===== src/rtl/decode_stage_pkg.sv =====
// Shared decode definitions: opcodes, op-class and immediate-format codes, skid FSM states.
package decode_stage_pkg;

  localparam logic [6:0] OPC_OP     = 7'b0110011;
  localparam logic [6:0] OPC_OP_IMM = 7'b0010011;
  localparam logic [6:0] OPC_LOAD   = 7'b0000011;
  localparam logic [6:0] OPC_STORE  = 7'b0100011;
  localparam logic [6:0] OPC_BRANCH = 7'b1100011;
  localparam logic [6:0] OPC_JAL    = 7'b1101111;
  localparam logic [6:0] OPC_JALR   = 7'b1100111;
  localparam logic [6:0] OPC_LUI    = 7'b0110111;
  localparam logic [6:0] OPC_AUIPC  = 7'b0010111;
  localparam logic [6:0] OPC_SYSTEM = 7'b1110011;

  typedef enum logic [3:0] {
    CLS_OP     = 4'd0,
    CLS_OP_IMM = 4'd1,
    CLS_LOAD   = 4'd2,
    CLS_STORE  = 4'd3,
    CLS_BRANCH = 4'd4,
    CLS_JAL    = 4'd5,
    CLS_JALR   = 4'd6,
    CLS_LUI    = 4'd7,
    CLS_AUIPC  = 4'd8,
    CLS_SYSTEM = 4'd9
  } op_class_t;

  // FMT_NONE marks an illegal word: no registers, zero immediate.
  typedef enum logic [2:0] {
    FMT_NONE = 3'd0,
    FMT_R    = 3'd1,
    FMT_I    = 3'd2,
    FMT_S    = 3'd3,
    FMT_B    = 3'd4,
    FMT_U    = 3'd5,
    FMT_J    = 3'd6
  } fmt_t;

  typedef enum logic [1:0] {
    ST_EMPTY = 2'd0,
    ST_ONE   = 2'd1,
    ST_FULL  = 2'd2
  } skid_state_t;

  function automatic logic fmt_reads_rs1(input fmt_t fmt);
    return (fmt == FMT_R) || (fmt == FMT_I) || (fmt == FMT_S) || (fmt == FMT_B);
  endfunction

  function automatic logic fmt_reads_rs2(input fmt_t fmt);
    return (fmt == FMT_R) || (fmt == FMT_S) || (fmt == FMT_B);
  endfunction

  function automatic logic fmt_writes_rd(input fmt_t fmt);
    return (fmt == FMT_R) || (fmt == FMT_I) || (fmt == FMT_U) || (fmt == FMT_J);
  endfunction

endpackage


===== src/rtl/decode_stage_imm_gen.sv =====
// Immediate generator: assembles the sign-extended immediate for each instruction format.
module imm_gen
  import decode_stage_pkg::*;
#(
  parameter int XLEN = 32
) (
  input  logic [31:0]     instr,
  input  fmt_t            fmt,
  output logic [XLEN-1:0] imm
);

  logic [31:0] imm32;
  logic        unused_opcode_bits;

  assign unused_opcode_bits = ^instr[6:0];

  always_comb begin
    imm32 = '0;
    case (fmt)
      FMT_I: imm32 = {{20{instr[31]}}, instr[31:20]};
      FMT_S: imm32 = {{20{instr[31]}}, instr[31:25], instr[11:7]};
      FMT_B: imm32 = {{19{instr[31]}}, instr[31], instr[7], instr[30:25], instr[11:8], 1'b0};
      FMT_U: imm32 = {instr[31:12], 12'b0};
      FMT_J: imm32 = {{11{instr[31]}}, instr[31], instr[19:12], instr[20], instr[30:21], 1'b0};
      default: imm32 = '0;
    endcase
  end

  // All 32-bit immediates are already sign-extended at bit 31, so widening keeps that sign.
  assign imm = XLEN'($signed(imm32));

endmodule


===== src/rtl/decode_stage.sv =====
// Decode stage: 2-entry skid buffer between fetch and execute, decoding the main slot combinationally.
// Handshake: a transfer happens on a rising edge where valid & ready are both high; valid and payload
// stay stable until that edge, and if_ready depends only on registered state.
module decode_stage
  import decode_stage_pkg::*;
#(
  parameter int XLEN = 32,
  parameter int PC_W = 32
) (
  input  logic            clk,
  input  logic            reset,
  input  logic            if_valid,
  output logic            if_ready,
  input  logic [PC_W-1:0] if_pc,
  input  logic [31:0]     if_instr,
  input  logic            flush,
  output logic            id_valid,
  input  logic            id_ready,
  output logic [PC_W-1:0] id_pc,
  output logic [4:0]      rs1_addr,
  output logic [4:0]      rs2_addr,
  output logic [4:0]      rd_addr,
  output logic            uses_rs1,
  output logic            uses_rs2,
  output logic [2:0]      funct3,
  output logic [6:0]      funct7,
  output logic [XLEN-1:0] imm,
  output logic [3:0]      op_class,
  output logic            illegal,
  output logic [1:0]      dbg_state
);

  skid_state_t     state, state_nxt;
  logic [PC_W-1:0] main_pc, skid_pc;
  logic [31:0]     main_instr, skid_instr;
  logic            in_fire, out_fire;
  logic            load_main_in, load_main_skid, load_skid;

  assign if_ready  = (state != ST_FULL);
  assign id_valid  = (state != ST_EMPTY);
  assign in_fire   = if_valid & if_ready;
  assign out_fire  = id_valid & id_ready;
  assign dbg_state = state;

  always_ff @(posedge clk or posedge reset) begin
    if (reset) begin
      state      <= ST_EMPTY;
      main_pc    <= '0;
      main_instr <= '0;
      skid_pc    <= '0;
      skid_instr <= '0;
    end else begin
      state <= state_nxt;
      if (load_main_in) begin
        main_pc    <= if_pc;
        main_instr <= if_instr;
      end else if (load_main_skid) begin
        main_pc    <= skid_pc;
        main_instr <= skid_instr;
      end
      if (load_skid) begin
        skid_pc    <= if_pc;
        skid_instr <= if_instr;
      end
    end
  end

  always_comb begin
    state_nxt      = state;
    load_main_in   = 1'b0;
    load_main_skid = 1'b0;
    load_skid      = 1'b0;
    if (flush) begin
      state_nxt = ST_EMPTY;
    end else begin
      case (state)
        ST_EMPTY: begin
          if (in_fire) begin
            state_nxt    = ST_ONE;
            load_main_in = 1'b1;
          end
        end
        ST_ONE: begin
          if (in_fire && out_fire) begin
            load_main_in = 1'b1;
          end else if (in_fire) begin
            state_nxt = ST_FULL;
            load_skid = 1'b1;
          end else if (out_fire) begin
            state_nxt = ST_EMPTY;
          end
        end
        ST_FULL: begin
          if (out_fire) begin
            state_nxt      = ST_ONE;
            load_main_skid = 1'b1;
          end
        end
        default: state_nxt = ST_EMPTY;
      endcase
    end
  end

  fmt_t        fmt;
  op_class_t   cls;
  logic        ill;
  logic [XLEN-1:0] imm_raw;

  always_comb begin
    fmt = FMT_NONE;
    cls = CLS_SYSTEM;
    ill = 1'b0;
    case (main_instr[6:0])
      OPC_OP:     begin fmt = FMT_R; cls = CLS_OP;     end
      OPC_OP_IMM: begin fmt = FMT_I; cls = CLS_OP_IMM; end
      OPC_LOAD:   begin fmt = FMT_I; cls = CLS_LOAD;   end
      OPC_STORE:  begin fmt = FMT_S; cls = CLS_STORE;  end
      OPC_BRANCH: begin fmt = FMT_B; cls = CLS_BRANCH; end
      OPC_JAL:    begin fmt = FMT_J; cls = CLS_JAL;    end
      OPC_JALR:   begin fmt = FMT_I; cls = CLS_JALR;   end
      OPC_LUI:    begin fmt = FMT_U; cls = CLS_LUI;    end
      OPC_AUIPC:  begin fmt = FMT_U; cls = CLS_AUIPC;  end
      OPC_SYSTEM: begin fmt = FMT_I; cls = CLS_SYSTEM; end
      default:    ill = 1'b1;
    endcase
  end

  imm_gen #(.XLEN(XLEN)) u_imm_gen (
    .instr (main_instr),
    .fmt   (fmt),
    .imm   (imm_raw)
  );

  // Every decoded field reads as zero when no entry is present.
  always_comb begin
    id_pc    = '0;
    rs1_addr = '0;
    rs2_addr = '0;
    rd_addr  = '0;
    uses_rs1 = 1'b0;
    uses_rs2 = 1'b0;
    funct3   = '0;
    funct7   = '0;
    imm      = '0;
    op_class = '0;
    illegal  = 1'b0;
    if (id_valid) begin
      id_pc    = main_pc;
      uses_rs1 = fmt_reads_rs1(fmt);
      uses_rs2 = fmt_reads_rs2(fmt);
      rs1_addr = fmt_reads_rs1(fmt) ? main_instr[19:15] : 5'd0;
      rs2_addr = fmt_reads_rs2(fmt) ? main_instr[24:20] : 5'd0;
      rd_addr  = fmt_writes_rd(fmt) ? main_instr[11:7] : 5'd0;
      funct3   = main_instr[14:12];
      funct7   = (fmt == FMT_R) ? main_instr[31:25] : 7'd0;
      imm      = imm_raw;
      op_class = cls;
      illegal  = ill;
    end
  end

endmodule


===== config.mk =====
export PLATFORM = sky130hd
export DESIGN_NAME = decode_stage
export DESIGN_NICKNAME = d
export VERILOG_FILES = /design/src/rtl/decode_stage_pkg.sv /design/src/rtl/decode_stage_imm_gen.sv /design/src/rtl/decode_stage.sv
export SDC_FILE = /design/constraint.sdc
export NUM_CORES = 1
export LEC_CHECK = 0
export BUFFER_PORTS_ARGS = -buffer_cell sky130_fd_sc_hd__buf_2
export CAP_MARGIN = 20
export CORE_MARGIN = 2
export CORE_UTILIZATION = 40
export DETAILED_ROUTE_END_ITERATION = 8
export HOLD_SLACK_MARGIN = 0.12
export SETUP_SLACK_MARGIN = 0.1
export SLEW_MARGIN = 20
export SYNTH_ARGS = -nofsm -noshare
export SYNTH_HDL_FRONTEND = slang
export SYNTH_SLANG_ARGS = --single-unit

===== constraint.sdc =====
create_clock -name clk -period 4.8 [get_ports clk]
set_input_delay 0.48 -clock clk [delete_from_list [all_inputs] [get_ports clk]]
set_output_delay 0.48 -clock clk [all_outputs]
set_load 0.01 [all_outputs]

# Yosys cells after proc, flatten, opt, wreduce, memory -nomap -nowiden
# Index checks and enable logic that the tools add are counted.
# word_totals
regBits,130
in_bits,69
# op_classes
n_eq_ne,23
muxes,40
bitwise_logic,2
n_reduce_logical,15
# op_table
op,n
two-way mux 32 bit,6
one-hot mux 32 bit (5 select lines),1
one-hot mux 4 bit (9 select lines),1
two-way mux 5 bit,6
== test 7 bit (second input constant),4
== test 7 x 6 -> 1 bit (second input constant),3
one-hot mux 3 bit (6 select lines),1
== test 7 x 5 -> 1 bit (second input constant),2
two-way mux 7 bit,2
two-way mux 1 bit,13
two-way mux 2 bit,6
OR reduction 10 bit,1
== test 3 bit (second input constant),3
!= test 3 bit (second input constant),3
== test 7 x 2 -> 1 bit (second input constant),1
logical OR 1 bit,7
== test 3 x 2 -> 1 bit (second input constant),2
one-hot mux 2 bit (3 select lines),1
two-way mux 4 bit,1
!= test 4 bit (second input constant),1
AND reduction 4 bit,1
nonzero test 2 bit,2
OR reduction 4 bit,1
== test 3 x 1 -> 1 bit (second input constant),1
other kinds (9),10

# Logic depth before layout (Yosys ltp)
# logic_depth
word_depth,9
mapped_depth,11
ltp_nobuf,10

# By module
# A second synthesis with hierarchy kept.
# hier_totals
hier_cells,682
area_unflattened_um2,7198.2
# modules_own_cells
module,instances,cells_per_inst,area_per_inst_um2,seq_area_each_um2
decode_stage,1,595,6551.3,3253.1
imm_gen,1,87,646.9,0.0

# Worst setup path after synthesis
# Ideal clock, no wire load.
# synth_timing
path_kind,register to output
startpoint,register main_instr[6]
endpoint,output port imm[12]
arrival_ns,2.310
t_required_ns,4.320
setup_slack_ns,2.010
path_stages_with_launch,10
cell_sequence,dfrtp_1 buf_2 clkbuf_1 o21ai_0 a21oi_1 or2_2 ha_1 or3_1 o211ai_2 a21oi_1
# synth_via
elab_chain_cells,6
elab_cells_between_ends,20
# synth_lines
element,line_no,source
from (decl),decode_stage.sv:35,"logic [31:0] main_instr, skid_instr;"
from (signal assigned),decode_stage.sv:56,main_instr <= if_instr;
from (signal assigned),decode_stage.sv:59,main_instr <= skid_instr;
"== test 7 bit, or another cell as far along",decode_stage.sv:113,case (main_instr[6:0])
OR reduction 4 bit (no line) or OR reduction 2 bit (tied branches),-,
one-hot mux 3 bit (6 select lines) *,decode_stage.sv:113,
== test 3 bit or == test 3 x 2 -> 1 bit (tied branches),decode_stage_imm_gen.sv:19,case (fmt)
one-hot mux 32 bit (5 select lines) *,decode_stage_imm_gen.sv:19,
two-way mux 32 bit *,decode_stage.sv:147,if (id_valid) begin
to (decl),decode_stage.sv:27,"output logic [XLEN-1:0] imm,"
# Mark *: on every way between the ends. The rest lies on a longest branch, timed or not.

# Final worst setup path
# layout_timing
startpoint,register main_instr[2]
endpoint,output port imm[13]
# The elaborated chain is that of the path after synthesis.

==> metrics.txt <==
Pleak 0.00389 uW; CTS tree yes; Hold WC Path Type input port to register; Async SR Flop Fraction 1.00; flop2flop setup slack around 2.5 ns; syn_nets 701; clk sinks 130; final setup skew 0.00590 ns; Top FF cell, synth dfrtp_1; CTS root buf clkbuf_16; fin crit period ~3.7 ns; global routing's busiest layer met2; Tot GR Track Use 0.194; crit-path leading delay family simple AND/OR/NAND/NOR gates; critical path arrival 3.24 ns; crit-path cells nor3_1, a31oi_1, nor2_1, a21oi_1, or2_2, ha_1, or3_1, o211ai_2, a21oi_1, buf_2; NumNets Final approximately 850; Final Hold Viols 0; power per standard cell area ~410 mW/mm^2; CP bufs+invs 1; Clk pin slew, worst setup/hold paths roughly 0.060 ns; Routed WL roughly 17 mm; Worst-Margin Slew about 0.98 ns; die area 0.0178 sq mm; Ys Warns 0; status finished clean; crit path max fanout 17; Max-Cap Viols 0; worst-case reg-to-reg path depth 6; Worst Hold End skid_pc[4]$_DFFE_PP0P_; DRT Pass-1 Iters 6; reg-to-reg endpoint main_instr[6]$_DFFE_PP0P_; peak supply drop 0.227 mV; Pins Over Slew Limit 0; cell repeated most along the worst path a21oi_1; hpwl dp ~12 mm; first-pass GRT wire length between 20 and 30 mm; initial antenna violation count 2; number of distinct library cells after synthesis between 50 and 60; Detail Route Antenna Nets 0; #FFs+latches synth 130; source of the worst hold timing path if_pc[4]; DR iter-0 viols 344; Setup CP Type register to output port; Tot Pwr 3350 uW; Relative slew margins 0.344; Post-Syn Area about 0.0067 sq mm; Reg area approximately 0.0033 sq mm; Max Buffers Root-to-Sink 2; setup bufs post-CTS 0; Area Overhead vs Synth 22.7%; Cells after Synth around 630; PortBufs roughly 170; multi-input logic area 0.00323 sq mm; DIE WIDTH 133 um; fill count 1560; Remaining DRCs 0; H-Tree Depth 4; Worst EP required 4.32 ns; grt met3 use 0.0700; grt met1 use 0.237; period utilization 0.775; largest net degree at the start of global routing 95; Worst setup EP type output port; I/O pin count 169; Post-synth EDFFs 0; slowest library cell on the worst path dfrtp_1; Die H 133 um; RePlAce Congestion 0.904; core box area between 0.015 and 0.02 sq mm; met2 usage 0.327; slowest stage delay, CP a little under 0.6 ns; endpoints failing setup 0; WL/cell roughly 17 um; Startpoint Class register; Post-Route Setup TNS 0 ns; cts bufs inserted 17; reg2reg start dbg_state[1]$_DFFE_PP0P_; number of global-route vias before repair ~5200; via count approximately 5200; Vias/cell around 5.2; Skew-Pair Late Insertion Delay roughly 0.41 ns; Hold Path Depth 2; gr ovfl total 0; Rows 47; register area share after synthesis 0.485; FMAX 0.269 GHz; layout cell share with drive strength beyond 1 0.294; Starting Density 0.407; Syn Area/Cell between 10 and 15 sq um; RSZ-0062 raised after global routing false
[metal layers]
metal / share of wire / vias to the layer above
met1: 0.43 / 2584
met3: 0.069 / 10
met5: 0 / -
met2: 0.49 / 158
met4: 0.0076 / 0
li1: - / 2483
[repair_timing]
action,4_1_cts,5_1_grt
hold buffers,1,0
gates resized for setup,0,0
endpoints found under the hold margin,5,0
[through the flow]
step / instance area, sq um / utilization / instances / worst slack [ns] / hold slack [ns]
6_report: 8230 / 0.500 / 1011 / 1.08 / 0.296
4_1_cts: 8230 / 0.500 / 1010 / 1.10 / 0.278
2_1_floorplan: 6710 / - / 628 / 0.851 / 0.464
3_5_place_dp: 7670 / 0.466 / 978 / 1.57 / 0.483
5_1_grt: 8230 / 0.500 / 1011 / 0.887 / 0.277
3_3_place_gp: 7670 / 0.466 / 978 / 1.71 / 0.473
[layout by cell type, fill, tap and decap left out, types with 2 or more instances in the layout]
cell and count:
a211oi_1 2, a21o_1 12, a21oi_1 80, a21oi_4 2, a22o_1 4, a31oi_1 3, and2_1 46, and3_1 13
buf_2 168, buf_4 4, clkbuf_1 2, clkbuf_16 17, clkbuf_8 2, clkinv_2 5, clkinvlp_4 3, dfrtp_1 130
ha_1 4, inv_1 3, mux2_1 60, mux2_2 4, mux2i_1 64, nand2_1 16, nand2b_1 4, nand3_2 2
nor2_1 77, nor2b_1 11, nor3_1 7, nor3_2 2, nor4_1 3, o21ai_0 3, o22a_1 2, xor2_1 2
[kinds of logic (layout without fill, tap and decap cells)]
family,count (synthesis),in the layout,share of synthesized area
and+or+nand+nor,197,197,0.154
DFF,130,130,0.485
muxes,128,128,0.203
AOI/OAI and AO/OA,119,119,0.111
buffers and inverters,48,210,0.0366
adders and majority gates,4,4,0.00746
xor gates and xnor gates,2,2,0.00261
other,0,1,0
[cell type report]
cell class,count,area share
sequential,130,0.395
multi-input combinational,450,0.392
timing repair buffer,174,0.109
clock buffer,21,0.0560
tap,220,0.0334
clock inverter,10,0.0105
inverter,5,0.00258
antenna,1,0.000304
[state kept, by name, indices dropped and copies added, names as in the netlist]
signal and flops:
main_instr 32, main_pc 32, skid_instr 32, skid_pc 32
dbg_state 2
[cells in the mapped netlist (4+ instances only)]
cell | n | area [sq um]
a22o_1 | 4 | 35.0
and2_1 | 46 | 288
nor2b_1 | 11 | 68.8
mux2_2 | 4 | 45.0
dfrtp_1 | 130 | 3250
buf_4 | 8 | 60.1
inv_1 | 4 | 15.0
and3_1 | 13 | 81.3
nor3_1 | 7 | 35.0
a21o_1 | 12 | 90.1
mux2i_1 | 64 | 641
a21oi_1 | 80 | 400
buf_2 | 10 | 50.1
mux2_1 | 60 | 676
clkbuf_1 | 19 | 71.3
nor2_1 | 77 | 289
nand2b_1 | 5 | 31.3
ha_1 | 4 | 50.1
nand2_1 | 17 | 63.8
[where the power goes]
part	switching (uW)	internal, uW	leakage [uW]	total (uW)
sequential	183	1350	0.00151	1540
clock	457	731	0.000264	1190
combinational	320	305	0.00211	625
[worst max path at each step]
stage / from / endpoint / slack (ns) / depth (start not counted)
after global routing: main_instr[2]$_DFFE_PP0P_ / imm[13] / 0.89 / 10
after detailed placement: main_instr[2]$_DFFE_PP0P_ / imm[13] / 1.57 / 10
after CTS: main_instr[2]$_DFFE_PP0P_ / imm[13] / 1.10 / 10
final: main_instr[2]$_DFFE_PP0P_ / imm[13] / 1.08 / 10
after global placement: main_instr[2]$_DFFE_PP0P_ / imm[13] / 1.71 / 10
after floorplan: reset / dbg_state[0]$_DFFE_PP0P_ / 0.85 / 1
Power figures use the tool's default switching activity.
